<file path="config.mk">
export PLATFORM = sky130hd
export DESIGN_NAME = ext_decoder_drv
export DESIGN_NICKNAME = d
export VERILOG_FILES = /design/src/rtl/ext_coder_pkg.sv /design/src/rtl/seg7_hex.sv /design/src/rtl/ext_decoder_drv.sv
export SDC_FILE = /design/constraint.sdc
export NUM_CORES = 1
export LEC_CHECK = 0
export BUFFER_PORTS_ARGS = -buffer_cell sky130_fd_sc_hd__buf_2
export CAP_MARGIN = 20
export CELL_PAD_IN_SITES_DETAIL_PLACEMENT = 1
export CELL_PAD_IN_SITES_GLOBAL_PLACEMENT = 2
export CORE_ASPECT_RATIO = 1.1
export CORE_MARGIN = 2
export CORE_UTILIZATION = 32
export CTS_BUF_LIST = sky130_fd_sc_hd__clkbuf_8 sky130_fd_sc_hd__clkbuf_16
export DETAILED_ROUTE_END_ITERATION = 12
export GPL_TIMING_DRIVEN = 1
export MAX_ROUTING_LAYER = met4
export PLACE_DENSITY_LB_ADDON = 0.1
export SYNTH_ARGS = -nofsm -noshare
export SYNTH_HDL_FRONTEND = slang
export SYNTH_HIERARCHICAL = 1
export SYNTH_SLANG_ARGS = --single-unit
</file>
<file path="constraint.sdc">
create_clock -name clk -period 3.25 [get_ports clk]
set_input_delay 0.65 -clock clk [delete_from_list [all_inputs] [get_ports clk]]
set_output_delay 0.65 -clock clk [all_outputs]
set_load 0.01 [all_outputs]
</file>
<file path="src/rtl/ext_coder_pkg.sv">
// ext_coder_pkg -- shared types and constants for the extended 4<->16 coder
// blocks.
//   state_t     : decoder/driver FSM states
//   SEG_BLANK   : active-low 7-segment pattern with every segment off
//   IDLE_BYTE   : active-low one-hot byte with no bit asserted
//   hex_to_seg  : 4-bit value -> active-low {dp,g,f,e,d,c,b,a}, dp off
package ext_coder_pkg;

  typedef enum logic [1:0] {
    IDLE  = 2'd0,
    HOLD  = 2'd1,
    SWEEP = 2'd2,
    GAP   = 2'd3
  } state_t;

  localparam logic [7:0] SEG_BLANK = 8'hFF;
  localparam logic [7:0] IDLE_BYTE = 8'hFF;

  function automatic logic [7:0] hex_to_seg(input logic [3:0] hex);
    logic [7:0] seg;
    case (hex)
      4'h0: seg = 8'hC0;
      4'h1: seg = 8'hF9;
      4'h2: seg = 8'hA4;
      4'h3: seg = 8'hB0;
      4'h4: seg = 8'h99;
      4'h5: seg = 8'h92;
      4'h6: seg = 8'h82;
      4'h7: seg = 8'hF8;
      4'h8: seg = 8'h80;
      4'h9: seg = 8'h90;
      4'hA: seg = 8'h88;
      4'hB: seg = 8'h83;
      4'hC: seg = 8'hC6;
      4'hD: seg = 8'hA1;
      4'hE: seg = 8'h86;
      default: seg = 8'h8E;
    endcase
    return seg;
  endfunction

endpackage

</file>
<file path="src/rtl/seg7_hex.sv">
// seg7_hex -- combinational hex digit to active-low 7-segment pattern.
//   hex   : digit to show (0..F)
//   blank : 1 forces all segments off
//   seg   : active-low {dp,g,f,e,d,c,b,a}; the parent registers it
module seg7_hex
  import ext_coder_pkg::*;
(
  input  logic [3:0] hex,
  input  logic       blank,
  output logic [7:0] seg
);

  assign seg = blank ? SEG_BLANK : hex_to_seg(hex);

endmodule

</file>
<file path="src/rtl/ext_decoder_drv.sv">
// ext_decoder_drv -- registered 4-to-16 active-low one-hot decoder/driver
// with a mirrored 7-segment digit and a free-running sweep mode that walks a
// single low bit across all 16 positions followed by one idle step.
//   clk, rst_n  : clock (rising edge), asynchronous active-low reset
//   code        : direct code to drive (0..15)
//   code_valid  : direct request strobe, taken when code_ready is high
//   code_ready  : IDLE and mode == 0 (the only combinational output)
//   mode        : 0 = direct requests, 1 = sweep
//   DataOut     : active-low one-hot for codes 15..8 (bit7 = code 15)
//   DataOut_0   : active-low one-hot for codes 7..0 (bit0 = code 0)
//   Active      : a one-hot bit is currently driven low
//   Seg         : active-low {dp,g,f,e,d,c,b,a} showing the driven code
//   sweep_done  : one-cycle pulse on the last cycle of each sweep pass
module ext_decoder_drv
  import ext_coder_pkg::*;
#(
  parameter int HOLD_CYCLES = 4,
  parameter int STEP_CYCLES = 20
) (
  input  logic       clk,
  input  logic       rst_n,
  input  logic [3:0] code,
  input  logic       code_valid,
  output logic       code_ready,
  input  logic       mode,
  output logic [7:0] DataOut,
  output logic [7:0] DataOut_0,
  output logic       Active,
  output logic [7:0] Seg,
  output logic       sweep_done
);

  localparam int HW = $clog2(HOLD_CYCLES < 2 ? 2 : HOLD_CYCLES);
  localparam int SW = $clog2(STEP_CYCLES < 2 ? 2 : STEP_CYCLES);
  localparam logic [HW-1:0] HOLD_LOAD = HW'(HOLD_CYCLES - 1);
  localparam logic [SW-1:0] STEP_LOAD = SW'(STEP_CYCLES - 1);

  state_t        state;
  logic [HW-1:0] hold_cnt;
  logic [SW-1:0] step_cnt;
  logic [3:0]    idx;        // held code in HOLD, sweep index in SWEEP

  // What the output registers will show after the coming edge.
  logic          show_en;
  logic [3:0]    show_code;
  logic [7:0]    seg_next;

  assign code_ready = (state == IDLE) && !mode;

  // NOTE: every signal assigned in always_comb gets a default first, so no
  // path leaves it unassigned and no latch is inferred.
  always_comb begin
    show_en   = 1'b0;
    show_code = idx;
    case (state)
      IDLE: begin
        if (mode) begin
          show_en   = 1'b1;
          show_code = 4'd0;
        end else if (code_valid) begin
          show_en   = 1'b1;
          show_code = code;
        end
      end
      HOLD:  show_en = (hold_cnt != '0);
      SWEEP: begin
        if (step_cnt != '0) begin
          show_en = 1'b1;
        end else if (idx != 4'd15) begin
          show_en   = 1'b1;
          show_code = 4'(idx + 4'd1);
        end
      end
      GAP: begin
        if (step_cnt == '0 && mode) begin
          show_en   = 1'b1;
          show_code = 4'd0;
        end
      end
      default: show_en = 1'b0;
    endcase
  end

  seg7_hex u_seg (
    .hex   (show_code),
    .blank (!show_en),
    .seg   (seg_next)
  );

  // NOTE: sequential state uses non-blocking assignments only, so every
  // register samples the pre-edge values regardless of statement order.
  always_ff @(posedge clk or negedge rst_n) begin
    if (!rst_n) begin
      state      <= IDLE;
      hold_cnt   <= '0;
      step_cnt   <= '0;
      idx        <= '0;
      DataOut    <= IDLE_BYTE;
      DataOut_0  <= IDLE_BYTE;
      Seg        <= SEG_BLANK;
      Active     <= 1'b0;
      sweep_done <= 1'b0;
    end else begin
      {DataOut, DataOut_0} <= show_en ? ~(16'd1 << show_code)
                                      : {IDLE_BYTE, IDLE_BYTE};
      Seg        <= seg_next;
      Active     <= show_en;
      sweep_done <= 1'b0;

      case (state)
        IDLE: begin
          if (mode) begin
            state    <= SWEEP;
            idx      <= 4'd0;
            step_cnt <= STEP_LOAD;
          end else if (code_valid) begin
            state    <= HOLD;
            idx      <= code;
            hold_cnt <= HOLD_LOAD;
          end
        end
        HOLD: begin
          if (hold_cnt == '0) state <= IDLE;
          else                hold_cnt <= hold_cnt - HW'(1);
        end
        SWEEP: begin
          if (step_cnt == '0) begin
            step_cnt <= STEP_LOAD;
            if (idx == 4'd15) begin
              state      <= GAP;
              // A single-cycle gap is its own last cycle.
              sweep_done <= (STEP_LOAD == '0);
            end else begin
              idx <= 4'(idx + 4'd1);
            end
          end else begin
            step_cnt <= step_cnt - SW'(1);
          end
        end
        GAP: begin
          if (step_cnt == '0) begin
            // mode is only sampled here, so a pass always runs to completion.
            if (mode) begin
              state    <= SWEEP;
              idx      <= 4'd0;
              step_cnt <= STEP_LOAD;
            end else begin
              state <= IDLE;
            end
          end else begin
            step_cnt   <= step_cnt - SW'(1);
            sweep_done <= (step_cnt == SW'(1));
          end
        end
        default: state <= IDLE;
      endcase
    end
  end

endmodule

</file>
==> impl_results.md, run 1 <==
* Area leader, netlist: dfstp_2
* Antenna violations before repair at 0
* Sink Count at 39
* Detail Route Antenna Nets at 0
* Worst-Margin Slew at around 900 ps
* Prevailing post-synth register cell: dfstp_2
* Critical path peak fanout at 6
* Critical path origin: step_cnt[0]
* Yosys cell types at 57
* DR iter-0 viols at approximately 50
* CTS root buf: clkbuf_8
* Synth Instances at about 210
* P_leak at approximately 1.1 nW
* Ant. Diodes at 0
* Largest net degree at the start of global routing at 40
* Final setup vio count at 0
* Status: finished, final reports clean
* Cell Int Power at approximately 1.4 mW
* DR WL/cell at 15.7 um
* Most common cell after layout, fill and taps aside: buf_2
* Reg-to-reg slack, setup at approximately 170 ps
* Core ar. at between 6000 and 7000 sq um
* Reg2reg path depth at 10
* Syn Nets at around 230
* Io pins at 35
* Sequential power share at between 30% and 40%
* Overall Power at 2.40 mW
* Max-Cap Viols at 0
* Vias at between 1500 and 2000
* Die width at between 80 and 90 um
* Via density at slightly above 5
* Crit. End Element: register
* Final core utilization at between 30% and 40%
* GRT Residual Overflow at 0
* FFs w/ async S/R, synth at 100%
* Critical-path top delay cell: or4b_4
* Final net count at 273
* Setup TNS at 0 ps
* Mapped Area at between 2000 and 2500 sq um
* Largest cells by area after synthesis: dfstp_2 (28%), dfrtp_1 (17%), ha_1 (6.7%)
* Worst min path class: in -> async
* Worst skew pair latency at roughly 290 ps
* Total CTS buffers at 5
* Post-detail-place hpwl at a little under 4000 um
* Vias in the first global route at around 1700
* Post-synth top area share at ~28%
* Die H at 91.5 um
* Clk pwr share at around 18%
* Global-route wire length before repair at 8900 um
* Minimum clock period at ~3100 ps
* Reg2Reg Launch Point: step_cnt[0]
* Sw Share at approximately two fifths
* Die Footprint at 7650 sq um
* Relative slew margins at approximately 40%
* Unrepaired setup endpoints after global routing: false
* Gpl congestion at approximately 0.81
* Clk_skew at roughly 6.4 ps
* VDD IR max at just under 0.0003 V
* Clock tree buffer depth at 2
* Setup repair bufs after CTS at 0
* P per Cell Area at about 920 nW/um^2
* Synth warn at 6
* Synth Register Bits at 39
* Fraction of layout cells with a size suffix above 1 at 36.2%
* Placed cell area at 2500 sq um
* Port Buf Inserts at 34
* Worst slack at placement at around 190 ps
* Critical path, cell by cell: inv_1, ha_1, or4b_4, or4b_4, o221a_4, inv_2, inv_1, ha_1, or2_2, a311o_1
* Total track usage at around 15%
* Setup CP Type: reg -> reg
* Startpoint Class: register
* R2R Path End: Seg[1]
* Max Transition Viols Final at 0
* Post-CTS sizing at 0
* Max Clock Freq at 325 MHz
* Final worst setup slack at ~170 ps
* # rows at 31
* CTS tree: done
* H-tree levels at 2
* Starting Density at between 30% and 40%
* CTS hold repair buffers at 0
* Critical Path End: Seg[1]
* Tcrit/Tclk final at 94.6%
* DRC at 0
* Combinational power share at between 40% and 50%
* Final hold vios at 0
* WP data arrival at about 3300 ps
* Clk slew on worst S/H paths at 80 ps
* Proportion of synthesized chip area in sequential cells at a little under half
* Crit-path max cell delay at roughly 530 ps
* DRT Pass-1 Iters at 4
* Post-synth EDFFs at 0
* Required time of the critical path at between 3000 and 4000 ps
* Routed WL at about 5300 um
* P&R area growth vs syn at 17.3%
* Final instance area at about 2600 sq um
* Most frequent cells in the layout: buf_2 (34), nand2_1 (33), dfstp_2 (24)
* Switching Power at a little under 1 mW
* Avg Cell Area, Syn at between 10 and 15 sq um
final cells by class:
type	instances	area [sq um]
clock buffers	6	82.6
clock inverters	2	35.0
fillers	767	4060
inverters	13	48.8
multi-input cells	150	1100
flip-flops and latches	39	1010
well taps	82	103
repair buffers	44	245
cell families after synthesis:
logic type,after synthesis,share of synthesized area [%]
fa+ha+maj,12,6.73
compound gates,47,17.3
flops,39,45.1
buf+inv,25,5.72
simple gates,80,20.3
mux,8,3.87
xor+xnor,2,0.786
other cells,1,0.168
state kept, by name, summed over array words and instances (netlist names), 2 cells and up:
register,count
DataOut,8
DataOut_0,8
Seg,8
step_cnt,5
idx,4
hold_cnt,2
state,2
power by group through the flow:
stage | logic [mW] | registers (mW) | clock network (mW)
global route | 1.30 | 0.850 | 0.463
global placement | 1.16 | 0.835 | 0
finish | 1.15 | 0.824 | 0.423
CTS | 1.17 | 0.828 | 0.438
floorplan | 0.857 | 0.805 | 0
detailed placement | 1.16 | 0.834 | 0
stage by stage:
| step | hold WS [ps] | cells |
|---|---|---|
| global route | 529 | 336 |
| floorplan | 354 | 214 |
| finish | 480 | 336 |
| global placement | 539 | 328 |
| detailed placement | 548 | 328 |
| CTS | 507 | 336 |
how the worst min path moves through the flow:
stage	depth (start not counted)	from	endpoint	slack, ps
floorplan	0	rst_n	Active	350
global placement	1	step_cnt[0]	step_cnt[0]	540
detailed placement	1	step_cnt[0]	step_cnt[0]	550
CTS	1	rst_n	idx[1]	510
global route	1	rst_n	step_cnt[0]	530
finish	1	rst_n	idx[1]	480
layer usage:
| metal | up-vias | share of wire, % | track usage [%] |
|---|---|---|---|
| li1 | 844 | - | - |
| met1 | 846 | 47 | 19.8 |
| met2 | 36 | 47 | 23.1 |
| met3 | 8 | 3.7 | 2.82 |
| met4 | 0 | 1.9 | 5.11 |
| met5 | - | 0 | - |
critical path: cells and delay by family (launching register included):
kind,cells,cell delay [ps]
and+or+nand+nor,3,1340
buffers and inverters,3,230
adders and majority gates,2,530
DFF,1,430
AOI/OAI and AO/OA,2,470
cell usage after synthesis, drive strengths merged, types with 3 or more instances:
master,count
a211oi,5
a21oi,6
a31oi,5
and3,3
buf,8
clkbuf,4
dfrtp,15
dfstp,24
ha,12
inv,13
mux2,5
mux2i,3
nand2,34
nand2b,3
nand3,6
nor2,10
nor3,6
nor4b,3
o2111ai,3
o21ai,4
Power figures use the tool's default switching activity.
==> run 2, diff against run 1 <==
--- a/config.mk
+++ b/config.mk
@@ -14,7 +14,7 @@
 export CORE_UTILIZATION = 32
 export CTS_BUF_LIST = sky130_fd_sc_hd__clkbuf_8 sky130_fd_sc_hd__clkbuf_16
 export DETAILED_ROUTE_END_ITERATION = 12
-export GPL_TIMING_DRIVEN = 1
+export GPL_TIMING_DRIVEN = 0
 export MAX_ROUTING_LAYER = met4
 export PLACE_DENSITY_LB_ADDON = 0.1
 export SYNTH_ARGS = -nofsm -noshare
==> run 2 against run 1 <==
  * Clock-buffer cell count stayed put
  * Sequential power decreased by 5.8%
  * Maximum frequency is 2.3% lower
  * Via count is 1.5% higher
  * Final area up 2.8%
  * First-iteration DRC count increased by 2.0%
  * Critical path type unchanged
  * Largest power group unchanged
==> impl_results.md, run 2 (same netlist as run 1, synthesis figures left out) <==
* Switching Power at slightly above 1 mW
* Worst-Margin Slew at roughly 880 ps
* Sequential power share at a little under a third
* Vias at about 1800
* Detail Route Antenna Nets at 0
* Reg2Reg Launch Point: step_cnt[1]
* Sw Share at a little over two fifths
* Critical Path End: Seg[1]
* Vias in the first global route at roughly 1800
* Unrepaired setup endpoints after global routing: false
* Overall Power at around 2.5 mW
* R2R Path End: Seg[1]
* P_leak at approximately 1.1 nW
* Worst min path class: in -> async
* Final net count at between 200 and 300
* Die H at roughly 90 um
* H-tree levels at 2
* Max-Cap Viols at 0
* Total CTS buffers at 5
* Critical path origin: step_cnt[1]
* Fraction of layout cells with a size suffix above 1 at a little under two fifths
* Tcrit/Tclk final at 96.9%
* CTS root buf: clkbuf_8
* Worst skew pair latency at approximately 290 ps
* Via density at between 5 and 6
* Die width at approximately 84 um
* GRT Residual Overflow at 0
* Io pins at 35
* Required time of the critical path at roughly 3500 ps
* WP data arrival at roughly 3400 ps
* Max Transition Viols Final at 0
* Gpl congestion at 0.774
* Post-Layout Cell Count at around 340
* Combinational power share at between 50% and 60%
* Final setup vio count at 0
* Ant. Diodes at 0
* Most frequent cells in the layout: nand2_1 (33), buf_2 (33), dfstp_2 (24)
* DR WL/cell at ~16 um
* Post-detail-place hpwl at 3940 um
* Minimum clock period at ~3100 ps
* Core ar. at around 6700 sq um
* Clock tree buffer depth at 2
* DR iter-0 viols at 50
* Die Footprint at 7650 sq um
* Total track usage at between 10% and 20%
* Placed cells at 330
* DRT Pass-1 Iters at 4
* Status: finished, final reports clean
* Crit. End Element: register
* Critical path peak fanout at 9
* Largest net degree at the start of global routing at 40
* Final hold vios at 0
* Clk pwr share at approximately 15%
* Reg-to-reg slack, setup at 100 ps
* DRC at 0
* # rows at 31
* Placed cell area at about 2500 sq um
* P per Cell Area at ~920 nW/um^2
* Final instance area at between 2000 and 3000 sq um
* Relative slew margins at between 40% and 50%
* Cell Int Power at between 1 and 1.5 mW
* Sink Count at 39
* Setup TNS at 0 ps
* VDD IR max at ~0.00027 V
* Startpoint Class: register
* Reg2reg path depth at 11
* Global-route wire length before repair at between 9000 and 10000 um
* Fill count at roughly 790
* Clk_skew at 8.68 ps
* Antenna violations before repair at 0
* Largest registers: DataOut x8, DataOut_0 x8, Seg x8
* P&R area growth vs syn at 20.6%
* Starting Density at roughly a third
* Routed WL at between 5000 and 6000 um
* CTS hold repair buffers at 0
* Setup CP Type: reg -> reg
* Max Clock Freq at roughly 320 MHz
* Clk slew on worst S/H paths at approximately 80 ps
* Port Buf Inserts at 33
* CTS tree: done
==> run 2: cell types whose count changed in the layout (fill, tap and decap cells not counted), sizes merged <==
cell | before | now
clkbuf | 6 | 10
clkinv | 1 | 2
bufinv | 1 | 0
buf | 44 | 46
==> run 2: how the worst min path moves through the flow <==
| stage | to | cells past startpoint |
|---|---|---|
| 2_1_floorplan | Active | 0 |
| 3_3_place_gp | step_cnt[0] | 1 |
| 3_5_place_dp | step_cnt[0] | 1 |
| 4_1_cts | step_cnt[1] | 1 |
| 5_1_grt | sweep_done | 1 |
| 6_report | step_cnt[1] | 1 |
==> run 2: per-stage QoR <==
step / hold slack (ps) / utilization, % / worst slack (ps)
2_1_floorplan: 354 / - / 101
3_3_place_gp: 548 / 37.4 / -263
3_5_place_dp: 550 / 37.5 / -285
4_1_cts: 506 / 39.6 / 5.62
5_1_grt: 531 / 40.3 / 15.2
6_report: 471 / 40.3 / 101
==> run 2: worst max-delay path: stages, from the launching register on <==
cell and delay (ps):
dfrtp_1 410, inv_2 90, ha_4 170, or4b_4 460, buf_6 160, or4b_4 510, o221a_4 170, inv_8 100
inv_2 60, ha_1 290, or2_2 310, a311o_1 330
==> run 2: layout make-up <==
class                           instances  area (sq um)  area share, %
Multi-Input combinational cell        150          1130           42.2
Sequential cell                        39          1010           37.4
Timing Repair Buffer                   38           203           7.54
Tap cell                               82           103           3.82
Clock buffer                            6          93.8           3.49
Buffer                                 12          78.8           2.93
Inverter                               13          56.3           2.09
Clock inverter                          2          13.8          0.512
==> run 2: power groups by stage <==
| stage | Combinational (mW) | Clock (mW) | Sequential (mW) |
|---|---|---|---|
| after floorplan | 0.857 | 0 | 0.805 |
| after global placement | 1.19 | 0 | 0.781 |
| after detailed placement | 1.21 | 0 | 0.786 |
| after CTS | 1.26 | 0.397 | 0.773 |
| after global routing | 1.47 | 0.412 | 0.798 |
| final | 1.31 | 0.377 | 0.776 |
==> run 2: timing repair <==
item	CTS	global route
hold endpoints to repair	0	0
gates resized for setup	6	5
buffers inserted	1	3
pin swaps	0	1
endpoints found under the setup margin	4	3
==> run 2: metal layers <==
layer / global-route usage [%] / up-vias / share of wire (%)
li1: - / 863 / -
met1: 20.2 / 862 / 47
met2: 24.8 / 29 / 49
met3: 2.73 / 6 / 3.0
met4: 3.63 / 0 / 1.1
met5: - / - / 0
==> run 3, diff against run 2 <==
--- a/config.mk
+++ b/config.mk
@@ -10,7 +10,7 @@
 export CELL_PAD_IN_SITES_DETAIL_PLACEMENT = 1
 export CELL_PAD_IN_SITES_GLOBAL_PLACEMENT = 2
 export CORE_ASPECT_RATIO = 1.1
-export CORE_MARGIN = 2
+export CORE_MARGIN = 5
 export CORE_UTILIZATION = 32
 export CTS_BUF_LIST = sky130_fd_sc_hd__clkbuf_8 sky130_fd_sc_hd__clkbuf_16
 export DETAILED_ROUTE_END_ITERATION = 12
==> run 3 against run 2 <==
  * Clock power rose by 4%
  * Final cell count up 0.88%
  * Final area is 0.23% higher
  * Maximum frequency is 1.3% higher
  * Core utilization is 1.2 points lower
  * Combinational power about the same
  * Global-route usage decreased by 1.6 points
  * Register-to-register slack improved by 40 ps
  * Sequential share of layout area decreased by 0.087 points
  * Worst hold slack got worse by 7.3 ps
  * Non-clock buffer count did not move
  * First-iteration DRC count down 18%
  * Critical endpoint unchanged
==> impl_results.md, run 3 (same netlist as run 1, synthesis figures left out) <==
* DRT Pass-1 Iters at 4
* Relative slew margins at between 40% and 50%
* Clk slew on worst S/H paths at 90 ps
* Worst slack at placement at -344 ps
* Status: finished, final reports clean
* DRC at 0
* Max Clock Freq at between 300 and 400 MHz
* Die H at 97.5 um
* Reg-to-reg slack, setup at approximately 140 ps
* Detail Route Antenna Nets at 0
* Startpoint Class: register
* Critical path peak fanout at 9
* Clk_skew at roughly 7.3 ps
* Critical-path top delay cell: or4b_4
* Total CTS buffers at 5
* Sink Count at 39
* Setup CP Type: reg -> reg
* Core ar. at just under 7000 sq um
* Largest registers: DataOut x8, DataOut_0 x8, Seg x8
* Port Buf Inserts at 33
* P per Cell Area at about 910 nW/um^2
* Buffers & Inverters on Critical Path at 4
* Final setup vio count at 0
* Required time of the critical path at about 3500 ps
* Setup TNS at 0 ps
* Final net count at ~280
* Final hold vios at 0
* Total track usage at between 10 and 15%
* Unrepaired setup endpoints after global routing: false
* DR iter-0 viols at between 40 and 50
* Final worst setup slack at between 100 and 150 ps
* Ant. Diodes at 0
* CTS root buf: clkbuf_8
* CTS tree: done
* Max-Cap Viols at 0
* Crit. End Element: register
* GRT Residual Overflow at 0
* Reg2reg path depth at 11
* Crit-path max cell delay at 510 ps
* Placed cell area at between 2000 and 3000 sq um
* Vias at ~1800
* Reg2Reg Launch Point: step_cnt[0]
* Largest net degree at the start of global routing at 40
* DR WL/cell at roughly 16 um
* H-tree levels at 2
* Most frequent cells in the layout: nand2_1 (33), buf_2 (33), dfstp_2 (24)
* VDD IR max at ~0.00035 V
* Antenna violations before repair at 0
* Family with the most delay on the worst path: simple AND/OR/NAND/NOR gates
* # rows at 32
* Critical path, cell by cell: inv_2, ha_4, or4b_4, buf_6, or4b_4, o221a_4, inv_8, inv_2, ha_1, or2_2, a311o_1
* Fraction of layout cells with a size suffix above 1 at 36.9%
* Die width at 89.6 um
* P&R area growth vs syn at 20.9%
* Max Transition Viols Final at 0
* Final instance area at roughly 2700 sq um
* Global-route wire length before repair at 9140 um
* Tcrit/Tclk final at a little over nine tenths
* Post-Layout Cell Count at 345
* Minimum clock period at 3110 ps
* Post-detail-place hpwl at slightly above 4000 um
* Starting Density at roughly 32%
* Worst skew pair latency at around 300 ps
* Io pins at 35
* Routed WL at about 5500 um
* Die Footprint at roughly 8700 sq um
* Worst min path class: in -> async
* P_leak at ~1.1 nW
* WP data arrival at approximately 3300 ps
* Gpl congestion at approximately 0.75
* Vias in the first global route at 1779
* Placed cells at approximately 330
* Clock tree buffer depth at 2
* Via density at approximately 5.1
* Worst-Margin Slew at roughly 900 ps
* R2R Path End: Seg[1]
* CTS hold repair buffers at 0
==> run 3: changes by cell type in the layout (fill, tap and decap cells not counted), sizes merged <==
cell	delta
inv	+1
clkinvlp	+1
clkinv	-2
==> run 3: cell type report <==
cell class              instances  area (sq um)
inverters                      13          56.3
flip-flops and latches         39          1010
clock buffers                   6          93.8
plain buffers                  12          78.8
well taps                      85           106
fillers                       810          4190
multi-input cells             150          1130
clock inverters                 2          16.3
repair buffers                 38           203
==> run 3: worst reg2reg max path, stage by stage (launching register included) <==
cell,delay [ps]
dfrtp_1,410
inv_2,90
ha_4,160
or4b_4,460
buf_6,160
or4b_4,510
o221a_4,170
inv_8,100
inv_2,60
ha_1,280
or2_2,310
a311o_1,320
==> run 3: power breakdown <==
group	internal (mW)	total [mW]	switching, mW
Sequential	0.677	0.775	0.0977
Combinational	0.551	1.30	0.746
Clock	0.201	0.393	0.193
Total	1.43	2.46	1.04
==> run 3: timing repair <==
| action | 4_1_cts | 5_1_grt |
|---|---|---|
| setup buffers | 1 | 3 |
| hold endpoints to repair | 0 | 0 |
| resized for setup | 6 | 5 |
| setup endpoints to repair | 4 | 4 |
| gates cloned | 0 | 0 |
==> run 3: metrics by stage <==
step,power (mW),util [%],hold slack [ps]
finish,2.46,39.1,464
global placement,1.98,36.3,544
global route,2.67,39.1,540
detailed placement,2.00,36.4,551
floorplan,1.66,-,354
CTS,2.45,38.5,495
==> run 3: worst max-delay path by stage <==
stage | startpoint | to | slack [ps] | cells after the start
finish | step_cnt[0] | Seg[1] | 140 | 11
global route | step_cnt[0] | Seg[1] | 40 | 11
CTS | step_cnt[0] | Seg[1] | 10 | 11
detailed placement | step_cnt[0] | Seg[1] | -340 | 9
global placement | step_cnt[0] | Seg[1] | -360 | 9
floorplan | step_cnt[0] | Seg[1] | 100 | 11
==> run 3: layer usage <==
| layer | global-route usage (%) | wire length, um | vias to the layer above |
|---|---|---|---|
| met1 | 17.7 | 2490 | 880 |
| met3 | 2.54 | 212 | 5 |
| met4 | 4.12 | 68 | 0 |
| met5 | - | 0 | - |
| met2 | 21.8 | 2740 | 30 |
| li1 | - | - | 859 |
